[config.mk]
export PLATFORM = sky130hd
export DESIGN_NAME = multicycle_ctrl
export DESIGN_NICKNAME = d
export VERILOG_FILES = /design/src/rtl/multicycle_ctrl.sv
export SDC_FILE = /design/constraint.sdc
export NUM_CORES = 1
export LEC_CHECK = 0
export BUFFER_PORTS_ARGS = -buffer_cell sky130_fd_sc_hd__buf_4
export CAP_MARGIN = 0
export CORE_MARGIN = 2
export CORE_UTILIZATION = 43
export CTS_CLUSTER_DIAMETER = 60
export DETAILED_ROUTE_END_ITERATION = 8
export PLACE_DENSITY = 0.77
export SLEW_MARGIN = 5
export SYNTH_ARGS = -nofsm -noshare
export SYNTH_HDL_FRONTEND = slang
export SYNTH_SLANG_ARGS = --single-unit
[constraint.sdc]
create_clock -name clk -period 1.4 [get_ports clk]
set_input_delay 0.07 -clock clk [delete_from_list [all_inputs] [get_ports clk]]
set_output_delay 0.07 -clock clk [all_outputs]
set_load 0.02 [all_outputs]
[src/rtl/multicycle_ctrl.sv]
// Main control FSM for the multicycle MIPS-subset CPU: sequences PC, memory, IR,
// register file, ALU and immediate extender, stalling memory states on mem_ready.
module multicycle_ctrl #(
  parameter int unsigned OPW = 6,
  parameter int unsigned SW  = 4
) (
  input  logic           clk,
  input  logic           rst_n,
  input  logic [OPW-1:0] opcode,
  input  logic           zero,
  input  logic           mem_ready,
  output logic           pc_write,
  output logic           pc_write_cond,
  output logic           iord,
  output logic           mem_read,
  output logic           mem_write,
  output logic           ir_write,
  output logic           mem_to_reg,
  output logic           reg_dst,
  output logic           reg_write,
  output logic           alu_src_a,
  output logic [1:0]     alu_src_b,
  output logic [1:0]     alu_op,
  output logic [1:0]     pc_source,
  output logic           ext_sign,
  output logic           illegal_op,
  output logic [SW-1:0]  state
);

  typedef enum logic [SW-1:0] {
    FETCH,
    DECODE,
    MEMADR,
    MEMRD,
    MEMWB,
    MEMWR,
    RTYPE_EX,
    RTYPE_WB,
    ITYPE_EX,
    ITYPE_WB,
    BRANCH,
    JUMP
  } state_t;

  localparam logic [OPW-1:0] OP_R    = 6'b000000;
  localparam logic [OPW-1:0] OP_LW   = 6'b100011;
  localparam logic [OPW-1:0] OP_SW   = 6'b101011;
  localparam logic [OPW-1:0] OP_BEQ  = 6'b000100;
  localparam logic [OPW-1:0] OP_BNE  = 6'b000101;
  localparam logic [OPW-1:0] OP_J    = 6'b000010;
  localparam logic [OPW-1:0] OP_ADDI = 6'b001000;
  localparam logic [OPW-1:0] OP_SLTI = 6'b001010;
  localparam logic [OPW-1:0] OP_ANDI = 6'b001100;
  localparam logic [OPW-1:0] OP_ORI  = 6'b001101;

  state_t state_q, state_d;
  logic   op_legal;
  logic   op_unsigned_imm;

  always_comb begin
    op_legal = 1'b0;
    case (opcode)
      OP_R, OP_LW, OP_SW, OP_BEQ, OP_BNE, OP_J,
      OP_ADDI, OP_SLTI, OP_ANDI, OP_ORI: op_legal = 1'b1;
      default: op_legal = 1'b0;
    endcase
    op_unsigned_imm = (opcode == OP_ANDI) || (opcode == OP_ORI);
  end

  always_comb begin
    state_d = FETCH;
    case (state_q)
      FETCH:    state_d = mem_ready ? DECODE : FETCH;
      DECODE: begin
        case (opcode)
          OP_LW, OP_SW:                        state_d = MEMADR;
          OP_R:                                state_d = RTYPE_EX;
          OP_BEQ, OP_BNE:                      state_d = BRANCH;
          OP_J:                                state_d = JUMP;
          OP_ADDI, OP_SLTI, OP_ANDI, OP_ORI:   state_d = ITYPE_EX;
          default:                             state_d = FETCH;
        endcase
      end
      MEMADR:   state_d = (opcode == OP_SW) ? MEMWR : MEMRD;
      MEMRD:    state_d = mem_ready ? MEMWB : MEMRD;
      MEMWR:    state_d = mem_ready ? FETCH : MEMWR;
      RTYPE_EX: state_d = RTYPE_WB;
      ITYPE_EX: state_d = ITYPE_WB;
      default:  state_d = FETCH;
    endcase
  end

  always_ff @(posedge clk or negedge rst_n) begin
    if (!rst_n) state_q <= FETCH;
    else        state_q <= state_d;
  end

  // Moore decode of state_q; FETCH strobes are also gated by rst_n so that
  // no write fires while reset is held, even with mem_ready high.
  always_comb begin
    pc_write      = 1'b0;
    pc_write_cond = 1'b0;
    iord          = 1'b0;
    mem_read      = 1'b0;
    mem_write     = 1'b0;
    ir_write      = 1'b0;
    mem_to_reg    = 1'b0;
    reg_dst       = 1'b0;
    reg_write     = 1'b0;
    alu_src_a     = 1'b0;
    alu_src_b     = 2'b00;
    alu_op        = 2'b00;
    pc_source     = 2'b00;
    ext_sign      = 1'b1;
    illegal_op    = 1'b0;
    case (state_q)
      FETCH: begin
        mem_read  = 1'b1;
        alu_src_b = 2'b01;
        pc_write  = mem_ready & rst_n;
        ir_write  = mem_ready & rst_n;
      end
      DECODE: begin
        alu_src_b  = 2'b11;
        ext_sign   = ~op_unsigned_imm;
        illegal_op = ~op_legal;
      end
      MEMADR: begin
        alu_src_a = 1'b1;
        alu_src_b = 2'b10;
      end
      MEMRD: begin
        iord     = 1'b1;
        mem_read = 1'b1;
      end
      MEMWB: begin
        reg_write  = 1'b1;
        mem_to_reg = 1'b1;
      end
      MEMWR: begin
        iord      = 1'b1;
        mem_write = 1'b1;
      end
      RTYPE_EX: begin
        alu_src_a = 1'b1;
        alu_op    = 2'b10;
      end
      RTYPE_WB: begin
        reg_write = 1'b1;
        reg_dst   = 1'b1;
      end
      ITYPE_EX: begin
        alu_src_a = 1'b1;
        alu_src_b = 2'b10;
        alu_op    = 2'b11;
        ext_sign  = ~op_unsigned_imm;
      end
      ITYPE_WB: begin
        reg_write = 1'b1;
        ext_sign  = ~op_unsigned_imm;
      end
      BRANCH: begin
        alu_src_a     = 1'b1;
        alu_op        = 2'b01;
        pc_source     = 2'b01;
        pc_write_cond = ((opcode == OP_BEQ) & zero) | ((opcode == OP_BNE) & ~zero);
      end
      JUMP: begin
        pc_write  = 1'b1;
        pc_source = 2'b10;
      end
      default: ;
    endcase
  end

  assign state = state_q;

endmodule

==> impl_metrics.json, run 1 <==
{
  "run_status": "finished, violations left",
  "violations": "setup timing",
  "ctsLongestPathBuffers": 2,
  "crit_path_start": "state[2]",
  "drc": 0,
  "numPlacedInstances": 136,
  "final-instance-count-excl-fill": 149,
  "wl_per_cell_um": 21.4,
  "relSlewSlack_pct": 68.8,
  "slew_viol_final": 0,
  "globalplace.congestion": 0.860,
  "intPower_mw": 0.950,
  "synth_warnings": 0,
  "layout.cells.most_common": "sky130_fd_sc_hd__buf_4",
  "report.final.hold_viol_count": 0,
  "postSynthRegisterBits": 4,
  "vias": 948,
  "power.combinational.fraction_pct": 80.4,
  "drt.antenna.violating_nets": 0,
  "synth_sequential_area_ratio_pct": 16.5,
  "yosys.area_share.xor_xnor_pct": 2.89,
  "synth.mux.area_fraction_pct": 1.65,
  "crit_top_cell": "sky130_fd_sc_hd__buf_4",
  "critical_path_required_ps": 1510,
  "worst_clock_skew_ps": 2.21,
  "cts_htree_levels": 1,
  "grtUsageMet2_pct": 51.9,
  "numPortBuffers": 31,
  "drt_wl_total_mm": 3.20,
  "worst_path_largest_cell_delay_ps": 430,
  "criticalPathCategory": "flop to flop",
  "cts_num_sinks": 4,
  "skew_pair_late_insertion_delay_ps": 240,
  "globalRoute.busiestLayer": "met2",
  "final_cell_mix": "sky130_fd_sc_hd__buf_4, sky130_fd_sc_hd__buf_6, sky130_fd_sc_hd__nor2_1",
  "reg2reg_from": "state[2]",
  "cellPowerDensity_nw_per_um2": 1520,
  "worst_hold_path_type": "primary input to asynchronous set/reset pin",
  "post-route-period-util_pct": 113,
  "syn-instance-count": 82,
  "mappedNetlistArea_um2": 606,
  "gr-usage-met3_pct": 4.78,
  "finalHoldWorstSlack_ps": 201,
  "first_pass_iters": 4,
  "synth_top_family_by_area": "simple AND/OR/NAND/NOR gates",
  "share_of_the_synthesized_area_in_compound_gates_ao_oa_aoi_oai_pct": 19.2,
  "design.final.nets": 146,
  "r2r_setup_slack_ps": -180,
  "number_of_global_route_vias_before_repair": 815,
  "num_io_pins": 32,
  "mappedNetlistNets": 92,
  "timing.critical_path.slowest_stage_cell": "sky130_fd_sc_hd__dfrtp_2",
  "largest_register_ff_count": 4,
  "core_area_um2": 1300,
  "fin_util_pct": 92.2,
  "cellLeakagePower_nw": 0.507,
  "die_width_um": 41.5,
  "crit_path_start_kind": "flop",
  "initial_antenna_violation_count": 0,
  "yosys.area.top_type_share_pct": 16.5,
  "post_synth.cell_area_avg_um2": 7.39,
  "dpl.hpwl_mm": 1.58,
  "die_outline_area_um2": 1720,
  "placed_area_um2": 983,
  "cts.reportedPaths.clkPinSlew_ps": 40,
  "fill_cells": 51,
  "grt_overflow": 0,
  "cts_root_buffer": "sky130_fd_sc_hd__clkbuf_4",
  "fp.dieH_um": 41.5,
  "final_layout_size_suffix_gt1_share_pct": 63.4,
  "vdd_drop_max_mv": 1.46,
  "min_period_ps": 1580,
  "post_synth_and_or_nand_nor_area_fraction_pct": 55.2,
  "share_clk_of_total_power_pct": 8.0,
  "dr.first_iter.drc_count": 33,
  "setup_viol": 15,
  "sequential_cell_area_um2": 104,
  "yosys.area.top_type": "sky130_fd_sc_hd__dfrtp_1",
  "timing.critical_path.max_delay_family": "simple AND/OR/NAND/NOR gates",
  "fmax_ghz": 0.634,
  "max_slew.worst_pin.slew_ps": 464,
  "initial_utilization_pct": 46.5,
  "crit-reg2reg-capture": "state[1]",
  "synthAdderAreaFrac_pct": 0,
  "layout-area-overhead-vs-synth_pct": 98.1,
  "p_sw_mw": 0.870,
  "cp_data_arrival_time_ps": 1690,
  "setup_repair_after_global_routing_missed_its_margin": "yes",
  "final_cell_area_um2": 1200,
  "via_to_cell_ratio": 6.36,
  "num_antenna_cells": 0,
  "grt_use_total_pct": 28.8,
  "critical_path.endpoint_type": "flop",
  "cts_inserted_buffers": 3,
  "floorplan.rows": 13,
  "grtUsageMet1_pct": 33.4,
  "cap_viol_max_count": 0,
  "critical_path.n_buffers_inverters": 2,
  "power.sequential.fraction_pct": 11.6,
  "multi_input_comb_area_um2": 598,
  "synth_top_cells_by_area": "sky130_fd_sc_hd__dfrtp_1, sky130_fd_sc_hd__nand2b_1, sky130_fd_sc_hd__nor2_1, sky130_fd_sc_hd__nor4b_2, sky130_fd_sc_hd__buf_2",
  "grt_max_degree": 10,
  "r2r_cells": 6,
  "power.switching_fraction_pct": 47.8,
  "cp_max_fo": 4,
  "path_cells": "nand2b_4, buf_4, buf_4, nor4_1, o22a_1, o22ai_2",
  "synth.lib_cells_used.distinct": 37,
  "tritoncts": "built",
  "global_route_wire_length_before_repair_mm": 3.86,
  "layout_setup_ws_ps": -178
}
==> per-stage QoR <==
| step | setup TNS [ps] | total power [mW] | setup slack, ps |
|---|---|---|---|
| 2_1_floorplan | -249 | 0.847 | -72.8 |
| 3_3_place_gp | 0 | 1.30 | 37.7 |
| 3_5_place_dp | -5.15 | 1.31 | -5.15 |
| 4_1_cts | -561 | 1.63 | -120 |
| 5_1_grt | -1950 | 1.89 | -219 |
| 6_report | -1280 | 1.82 | -178 |
==> layout make-up <==
cell class                 count  area share (%)
multi-input combinational     72            49.8
timing repair buffer          53            37.4
sequential                     4            8.65
clock buffer                   3            1.88
tap                           15            1.56
inverter                       2           0.626
==> worst max-delay path by stage <==
stage                    endpoint  cells after the start
global placement     alu_src_b[1]                      3
finish                   state[1]                      6
floorplan                pc_write                      4
global route             state[1]                      6
detailed placement       state[0]                      5
CTS                 pc_write_cond                      5
==> logic make-up (layout without fill, tap and decap cells) <==
kind of cell,count (synthesis),in the layout
DFF,4,4
and+or+nand+nor,54,54
xor gates and xnor gates,2,2
AOI/OAI and AO/OA,15,15
buffers and inverters,6,58
muxes,1,1
==> Yosys cell counts <==
library cell	number
sky130_fd_sc_hd__or2b_1	1
sky130_fd_sc_hd__dfrtp_1	4
sky130_fd_sc_hd__a22oi_1	1
sky130_fd_sc_hd__nor4_1	2
sky130_fd_sc_hd__nor3_2	2
sky130_fd_sc_hd__a211oi_1	1
sky130_fd_sc_hd__or3_1	1
sky130_fd_sc_hd__and3_1	2
sky130_fd_sc_hd__o22ai_2	1
sky130_fd_sc_hd__buf_2	4
sky130_fd_sc_hd__nor2b_1	2
sky130_fd_sc_hd__nand3b_1	2
sky130_fd_sc_hd__a311oi_1	1
sky130_fd_sc_hd__o21ai_1	2
sky130_fd_sc_hd__inv_1	2
sky130_fd_sc_hd__and2_1	2
sky130_fd_sc_hd__nand4b_1	1
sky130_fd_sc_hd__nor4b_2	2
sky130_fd_sc_hd__nor3b_2	1
sky130_fd_sc_hd__o211ai_1	1
sky130_fd_sc_hd__a21oi_1	2
sky130_fd_sc_hd__mux2i_1	1
sky130_fd_sc_hd__nand2b_1	9
sky130_fd_sc_hd__or2_1	2
sky130_fd_sc_hd__o22ai_1	1
sky130_fd_sc_hd__o21ai_0	1
sky130_fd_sc_hd__nand2_1	5
sky130_fd_sc_hd__xnor2_1	2
sky130_fd_sc_hd__a41oi_1	2
sky130_fd_sc_hd__nor3_1	4
sky130_fd_sc_hd__and4b_1	1
sky130_fd_sc_hd__nor2_1	12
sky130_fd_sc_hd__or4_1	1
sky130_fd_sc_hd__nand2_2	1
sky130_fd_sc_hd__o221ai_2	1
sky130_fd_sc_hd__nor3b_1	1
sky130_fd_sc_hd__o22a_1	1
==> repair_timing <==
action / CTS / global route
pin swaps: 4 / 3
endpoints found under the hold margin: 4 / 0
setup endpoints to repair: 16 / 16
resized for setup: 18 / 14
buffers inserted: 5 / 4
hold buffers: 1 / 0
==> power groups by stage <==
stage	logic (mW)	clock network (mW)	registers, mW
global placement	1.08	0	0.215
CTS	1.27	0.150	0.203
finish	1.46	0.146	0.211
floorplan	0.624	0	0.224
detailed placement	1.10	0	0.216
global route	1.52	0.155	0.214
==> per-layer routing <==
layer / share of wire, % / up-vias
li1: - / 410
met2: 53 / 71
met3: 8.1 / 16
met1: 35 / 451
met5: 0 / -
met4: 3.7 / 0
==> worst reg2reg max path, delay by kind of cell (launching register included) <==
family / cells / cell delay, ps
DFF: 1 / 430
buffers and inverters: 2 / 260
and+or+nand+nor: 2 / 470
AOI/OAI and AO/OA: 2 / 300
Note: power is estimated with default switching activity, not from simulation.
==> inputs of run 2 (changes only) <==
--- a/config.mk
+++ b/config.mk
@@ -6,12 +6,13 @@
 export NUM_CORES = 1
 export LEC_CHECK = 0
 export BUFFER_PORTS_ARGS = -buffer_cell sky130_fd_sc_hd__buf_4
-export CAP_MARGIN = 0
+export CAP_MARGIN = 5
 export CORE_MARGIN = 2
 export CORE_UTILIZATION = 43
 export CTS_CLUSTER_DIAMETER = 60
 export DETAILED_ROUTE_END_ITERATION = 8
-export PLACE_DENSITY = 0.77
+export PLACE_DENSITY = 0.76
+export SETUP_SLACK_MARGIN = 0.05
 export SLEW_MARGIN = 5
 export SYNTH_ARGS = -nofsm -noshare
 export SYNTH_HDL_FRONTEND = slang
==> impl_metrics.json, run 2 <==
{
  "cts_num_sinks": 4,
  "error_message": "[ERROR DPL-0038] Utilization greater than 100%, impossible to legalize",
  "synth_warnings": 0,
  "grt_max_degree": 11,
  "globalplace.congestion": 0.888,
  "synth.lib_cells_used.distinct": 37,
  "dpl.hpwl_mm": 1.50,
  "synth_enable_flop_cells": 0,
  "floorplan.rows": 13,
  "numPlacedInstances": 129,
  "synthArstFlopShare_pct": 100,
  "die_width_um": 41.5,
  "halt_stage": "5_1_grt",
  "run_status": "did not finish",
  "mappedNetlistArea_um2": 606,
  "synth_sequential_area_ratio_pct": 16.5,
  "ys_dominant_reg_cell": "sky130_fd_sc_hd__dfrtp_1",
  "worstEpCategory": "primary output",
  "yosys.area.top_type_share_pct": 16.5,
  "fp.dieH_um": 41.5,
  "most_repeated_cell_in_the_gate_level_netlist_after_synthesis": "sky130_fd_sc_hd__nor2_1",
  "syn-instance-count": 82,
  "initial_utilization_pct": 46.5,
  "cts_htree_levels": 1,
  "mappedNetlistNets": 92,
  "numPortBuffers": 31,
  "cts_inserted_buffers": 3,
  "crit_endpoint": "ext_sign",
  "postSynthRegisterBits": 4,
  "post_synth.cell_area_avg_um2": 7.39,
  "ctsLongestPathBuffers": 2,
  "yosys.area.top_type": "sky130_fd_sc_hd__dfrtp_1",
  "yosys-top-cells-count": "sky130_fd_sc_hd__nor2_1, sky130_fd_sc_hd__nand2b_1, sky130_fd_sc_hd__nand2_1",
  "synth_top_cells_by_area": "sky130_fd_sc_hd__dfrtp_1, sky130_fd_sc_hd__nand2b_1, sky130_fd_sc_hd__nor2_1, sky130_fd_sc_hd__nor4b_2, sky130_fd_sc_hd__buf_2",
  "cts_root_buffer": "sky130_fd_sc_hd__clkbuf_4",
  "num_io_pins": 32
}
-- run 2: cell counts after synthesis --
Identical to the previous run, type by type.
-- run 2: logic make-up after synthesis --
kind of cell    after synthesis  synth area share (%)
compound gates               15                  19.2
buf+inv                       6                  4.55
simple gates                 54                  55.2
flops                         4                  16.5
xor+xnor                      2                  2.89
mux                           1                  1.65
-- run 2: what timing repair did --
| item | 4_1_cts |
|---|---|
| buffers inserted | 14 |
| endpoints found under the hold margin | 4 |
| resized for setup | 33 |
| hold buffers | 1 |
| endpoints found under the setup margin | 18 |
| pin swaps | 5 |
-- run 2: per-stage QoR --
| step | cell area (um2) | worst slack [ps] |
|---|---|---|
| after floorplan | 677 | -72.1 |
| after global placement | 940 | 30.2 |
| after detailed placement | 940 | 27.0 |
| after CTS | 1220 | -122 |
==> inputs of run 3 (changes only) <==
--- a/config.mk
+++ b/config.mk
@@ -7,12 +7,10 @@
 export LEC_CHECK = 0
 export BUFFER_PORTS_ARGS = -buffer_cell sky130_fd_sc_hd__buf_4
 export CAP_MARGIN = 5
-export CORE_MARGIN = 2
-export CORE_UTILIZATION = 43
-export CTS_CLUSTER_DIAMETER = 60
+export CORE_AREA = 2 2 63 65
 export DETAILED_ROUTE_END_ITERATION = 8
-export PLACE_DENSITY = 0.76
-export SETUP_SLACK_MARGIN = 0.05
+export DIE_AREA = 0 0 65 67
+export PLACE_DENSITY_LB_ADDON = 0.15
 export SLEW_MARGIN = 5
 export SYNTH_ARGS = -nofsm -noshare
 export SYNTH_HDL_FRONTEND = slang
==> impl_metrics.json, run 3 (synthesized netlist as in run 1, its figures left out) <==
{
  "run_status": "finished, violations left",
  "violations": "setup timing",
  "multi_input_comb_area_um2": 584,
  "share_clk_of_total_power_pct": 12.8,
  "via_to_cell_ratio": 4.47,
  "setup_repair_after_global_routing_missed_its_margin": "yes",
  "fmax_ghz": 0.661,
  "initial_antenna_violation_count": 0,
  "cts_num_sinks": 4,
  "die_outline_area_um2": 4360,
  "critical_path.endpoint_type": "primary output",
  "dr.first_iter.drc_count": 48,
  "p_sw_mw": 0.816,
  "fill_cells": 376,
  "worst_hold_path_type": "primary input to asynchronous set/reset pin",
  "dpl.hpwl_mm": 1.85,
  "cellLeakagePower_nw": 0.544,
  "fp.dieH_um": 67,
  "cap_viol_max_count": 0,
  "critical_path_required_ps": 1330,
  "power.combinational.fraction_pct": 76.3,
  "drt.antenna.violating_nets": 0,
  "design.final.nets": 152,
  "cp_max_fo": 8,
  "cts.reportedPaths.clkPinSlew_ps": 30,
  "layout.cells.most_common": "sky130_fd_sc_hd__buf_4",
  "die_width_um": 65,
  "cts_htree_levels": 1,
  "timing.critical_path.slowest_stage_cell": "sky130_fd_sc_hd__dfrtp_2",
  "intPower_mw": 1.09,
  "layout-area-overhead-vs-synth_pct": 114,
  "largest_register_ff_count": 4,
  "layout_setup_ws_ps": -114,
  "grt_max_degree": 12,
  "drc": 0,
  "relSlewSlack_pct": 72.4,
  "max_slew.worst_pin.slew_ps": 410,
  "crit_path_start_kind": "flop",
  "path_cells": "buf_4, nand2b_2, nor3_1, buf_4",
  "worst_path_largest_cell_delay_ps": 480,
  "num_io_pins": 32,
  "final-instance-count-excl-fill": 188,
  "global_route_wire_length_before_repair_mm": 4.02,
  "tritoncts": "built",
  "final_cell_mix": "sky130_fd_sc_hd__buf_4, sky130_fd_sc_hd__buf_6, sky130_fd_sc_hd__nor2_1",
  "core_area_um2": 3610,
  "floorplan.rows": 22,
  "post-route-period-util_pct": 108,
  "numPlacedInstances": 172,
  "crit_top_cell": "sky130_fd_sc_hd__buf_4",
  "power.sequential.fraction_pct": 10.9,
  "slew_viol_final": 0,
  "final_cell_area_um2": 1300,
  "cts_root_buffer": "sky130_fd_sc_hd__clkbuf_8",
  "vias": 841,
  "number_of_global_route_vias_before_repair": 846,
  "drt_wl_total_mm": 2.40,
  "cp_data_arrival_time_ps": 1440,
  "cellPowerDensity_nw_per_um2": 1470,
  "min_period_ps": 1510,
  "globalplace.congestion": 0.853,
  "grt_use_total_pct": 11.9,
  "vdd_drop_max_mv": 0.391,
  "final_layout_size_suffix_gt1_share_pct": 63.6,
  "worst_clock_skew_ps": 0.304,
  "sequential_cell_area_um2": 105,
  "ctsLongestPathBuffers": 2,
  "placed_area_um2": 1050,
  "criticalPathCategory": "flop to primary output",
  "grt_overflow": 0,
  "num_antenna_cells": 0,
  "initial_utilization_pct": 16.8,
  "first_pass_iters": 4,
  "wl_per_cell_um": 12.8,
  "skew_pair_late_insertion_delay_ps": 220,
  "power.switching_fraction_pct": 42.8,
  "setup_viol": 14,
  "cts_inserted_buffers": 3,
  "report.final.hold_viol_count": 0,
  "numPortBuffers": 31
}
==> run 3: path summary, 6_finish.rpt <==
kind	start	to	slack [ps]	cells past startpoint
min in group clk	opcode[4]	state[3]	210	4
max in group asynchronous	rst_n	state[2]	1080	2
hold reg to reg	state[2]	state[1]	770	3
hold / removal	rst_n	state[3]	190	2
setup reg to reg	state[2]	state[2]	-60	6
setup / recovery	state[3]	mem_to_reg	-110	4
==> run 3: cell type report <==
cell class | instances | share of cell area [%]
timing repair buffer | 59 | 38.5
tap | 48 | 4.62
inverter | 2 | 0.578
clock buffer | 3 | 3.18
multi-input combinational | 72 | 45.0
sequential | 4 | 8.09
==> run 3: timing repair <==
| action | CTS | global route |
|---|---|---|
| endpoints found under the hold margin | 4 | 0 |
| hold buffers | 1 | 0 |
| resized for setup | 20 | 7 |
| buffers inserted | 8 | 4 |
| pin swaps | 3 | 3 |
| setup endpoints to repair | 16 | 19 |
==> run 3: through the flow <==
step	power [mW]	util, %	setup TNS [ps]	hold WS, ps	setup WS [ps]
6_report	1.91	36.0	-922	195	-114
5_1_grt	2.04	36.0	-2040	203	-170
4_1_cts	1.85	34.5	-917	189	-123
3_5_place_dp	1.38	29.0	-30.7	-124	-30.7
3_3_place_gp	1.38	29.0	-7.07	-125	-7.07
2_1_floorplan	0.847	-	-249	-226	-72.8
==> run 3: routing by layer <==
| metal | track usage [%] | up-vias | wire length (um) |
|---|---|---|---|
| met5 | 0 | - | 0 |
| met4 | 6.12 | 0 | 64 |
| li1 | - | 422 | - |
| met3 | 1.86 | 6 | 104 |
| met1 | 15.3 | 382 | 1030 |
| met2 | 19.2 | 31 | 1200 |
==> run 3: critical path, delay by kind of cell, from the launching register on <==
family / cells / cell delay (ps)
buffers and inverters: 2 / 370
flip-flops: 1 / 480
AND/OR/NAND/NOR: 2 / 380
==> run 3: power groups by stage <==
| stage | clock network, mW | registers [mW] | logic, mW |
|---|---|---|---|
| floorplan | 0 | 0.224 | 0.624 |
| global placement | 0 | 0.214 | 1.17 |
| detailed placement | 0 | 0.216 | 1.16 |
| CTS | 0.249 | 0.218 | 1.38 |
| global route | 0.262 | 0.217 | 1.56 |
| finish | 0.245 | 0.207 | 1.46 |
==> inputs of run 4 (changes only) <==
--- a/config.mk
+++ b/config.mk
@@ -8,9 +8,11 @@
 export BUFFER_PORTS_ARGS = -buffer_cell sky130_fd_sc_hd__buf_4
 export CAP_MARGIN = 5
 export CORE_AREA = 2 2 63 65
+export CTS_BUF_LIST = sky130_fd_sc_hd__clkbuf_4 sky130_fd_sc_hd__clkbuf_8 sky130_fd_sc_hd__clkbuf_16
 export DETAILED_ROUTE_END_ITERATION = 8
 export DIE_AREA = 0 0 65 67
 export PLACE_DENSITY_LB_ADDON = 0.15
+export SKIP_CTS_REPAIR_TIMING = 1
 export SLEW_MARGIN = 5
 export SYNTH_ARGS = -nofsm -noshare
 export SYNTH_HDL_FRONTEND = slang
==> impl_metrics.json, run 4 (synthesized netlist as in run 1, its figures left out) <==
{
  "via_to_cell_ratio": 4.56,
  "cts_inserted_buffers": 3,
  "first_pass_iters": 4,
  "fill_cells": 382,
  "tritoncts": "built",
  "max_slew.worst_pin.slew_ps": 387,
  "grt_max_degree": 13,
  "vdd_drop_max_mv": 0.363,
  "critical_path_required_ps": 1330,
  "fmax_ghz": 0.659,
  "report.final.hold_viol_count": 0,
  "vias": 861,
  "grt_use_total_pct": 10.9,
  "critical_path.endpoint_type": "primary output",
  "global_route_wire_length_before_repair_mm": 3.71,
  "initial_antenna_violation_count": 0,
  "layout-area-overhead-vs-synth_pct": 117,
  "dr.first_iter.drc_count": 33,
  "number_of_global_route_vias_before_repair": 783,
  "largest_register_ff_count": 4,
  "fp.dieH_um": 67,
  "min_period_ps": 1520,
  "final_layout_size_suffix_gt1_share_pct": 68.1,
  "post-route-period-util_pct": 108,
  "run_status": "finished, violations left",
  "initial_utilization_pct": 16.8,
  "wl_per_cell_um": 13.2,
  "setup_repair_after_global_routing_missed_its_margin": "yes",
  "cap_viol_max_count": 0,
  "cellPowerDensity_nw_per_um2": 1450,
  "r2r_cells": 5,
  "dpl.hpwl_mm": 1.85,
  "criticalPathCategory": "flop to primary output",
  "cts_num_sinks": 4,
  "cp_max_fo": 5,
  "layout_setup_ws_ps": -117,
  "grt_overflow": 0,
  "drt_wl_total_mm": 2.50,
  "setup_viol": 9,
  "worst_clock_skew_ps": 1.20,
  "drc": 0,
  "num_io_pins": 32,
  "die_width_um": 65,
  "layout.cells.most_common": "sky130_fd_sc_hd__buf_4",
  "die_outline_area_um2": 4360,
  "skew_pair_late_insertion_delay_ps": 220,
  "cellLeakagePower_nw": 0.549,
  "numPortBuffers": 31,
  "final_cell_mix": "sky130_fd_sc_hd__buf_4, sky130_fd_sc_hd__buf_6, sky130_fd_sc_hd__nor2_1",
  "crit_path_start_kind": "flop",
  "relSlewSlack_pct": 74.0,
  "floorplan.rows": 22,
  "finalHoldWorstSlack_ps": 190,
  "num_antenna_cells": 0,
  "worst_hold_path_type": "primary input to asynchronous set/reset pin",
  "ctsLongestPathBuffers": 2,
  "drt.antenna.violating_nets": 0,
  "design.final.nets": 153,
  "core_area_um2": 3610,
  "reg2reg_from": "state[1]",
  "crit_path_start": "state[0]",
  "violations": "setup timing",
  "globalplace.congestion": 0.853,
  "cts_htree_levels": 1,
  "fin_util_pct": 36.5,
  "cts_root_buffer": "sky130_fd_sc_hd__clkbuf_8",
  "cp_data_arrival_time_ps": 1450,
  "slew_viol_final": 0,
  "cts.reportedPaths.clkPinSlew_ps": 30
}
==> run 4: final timing paths <==
| path | end | slack (ps) |
|---|---|---|
| max in group asynchronous | state[1] | 1090 |
| max | ext_sign | -120 |
| min | state[3] | 190 |
| min reg2reg | state[1] | 700 |
| max reg2reg | state[0] | -50 |
| min in group clk | state[3] | 220 |
==> run 4: final cells by class <==
cell class                 count  area [um2]  area share (%)
multi-input combinational     72         612            46.5
timing repair buffer          60         490            37.3
sequential                     4         105            7.98
tap                           48        60.1            4.56
clock buffer                   3        41.3            3.14
inverter                       2        7.51           0.570
==> run 4: stage by stage <==
stage	power [mW]	area, um2	setup slack, ps	instances	TNS [ps]
2_1_floorplan	0.847	662	-72.8	82	-249
4_1_cts	1.63	1090	-233	175	-2030
3_5_place_dp	1.38	1050	-30.7	172	-30.7
6_report	1.90	1320	-117	189	-584
3_3_place_gp	1.38	1050	-7.07	172	-7.07
5_1_grt	2.03	1320	-174	189	-1320
==> run 4: critical path, stage by stage, from the launching register on <==
cell	delay, ps
sky130_fd_sc_hd__dfrtp_2	400
sky130_fd_sc_hd__buf_6	130
sky130_fd_sc_hd__nor2_1	40
sky130_fd_sc_hd__or4_4	510
sky130_fd_sc_hd__buf_6	150
==> run 4: routing by layer <==
| metal | global-route usage [%] | vias up | part of all wire, % |
|---|---|---|---|
| met4 | 5.59 | 0 | 1.6 |
| met2 | 17.4 | 21 | 49 |
| met3 | 1.35 | 4 | 3.2 |
| met5 | 0 | - | 0 |
| li1 | - | 425 | - |
| met1 | 14.3 | 411 | 46 |
==> run 4: power breakdown <==
| group | total, mW | switching (mW) | internal (mW) |
|---|---|---|---|
| clock | 0.243 | 0.0600 | 0.183 |
| sequential | 0.214 | 0.0620 | 0.152 |
| combinational | 1.45 | 0.703 | 0.742 |
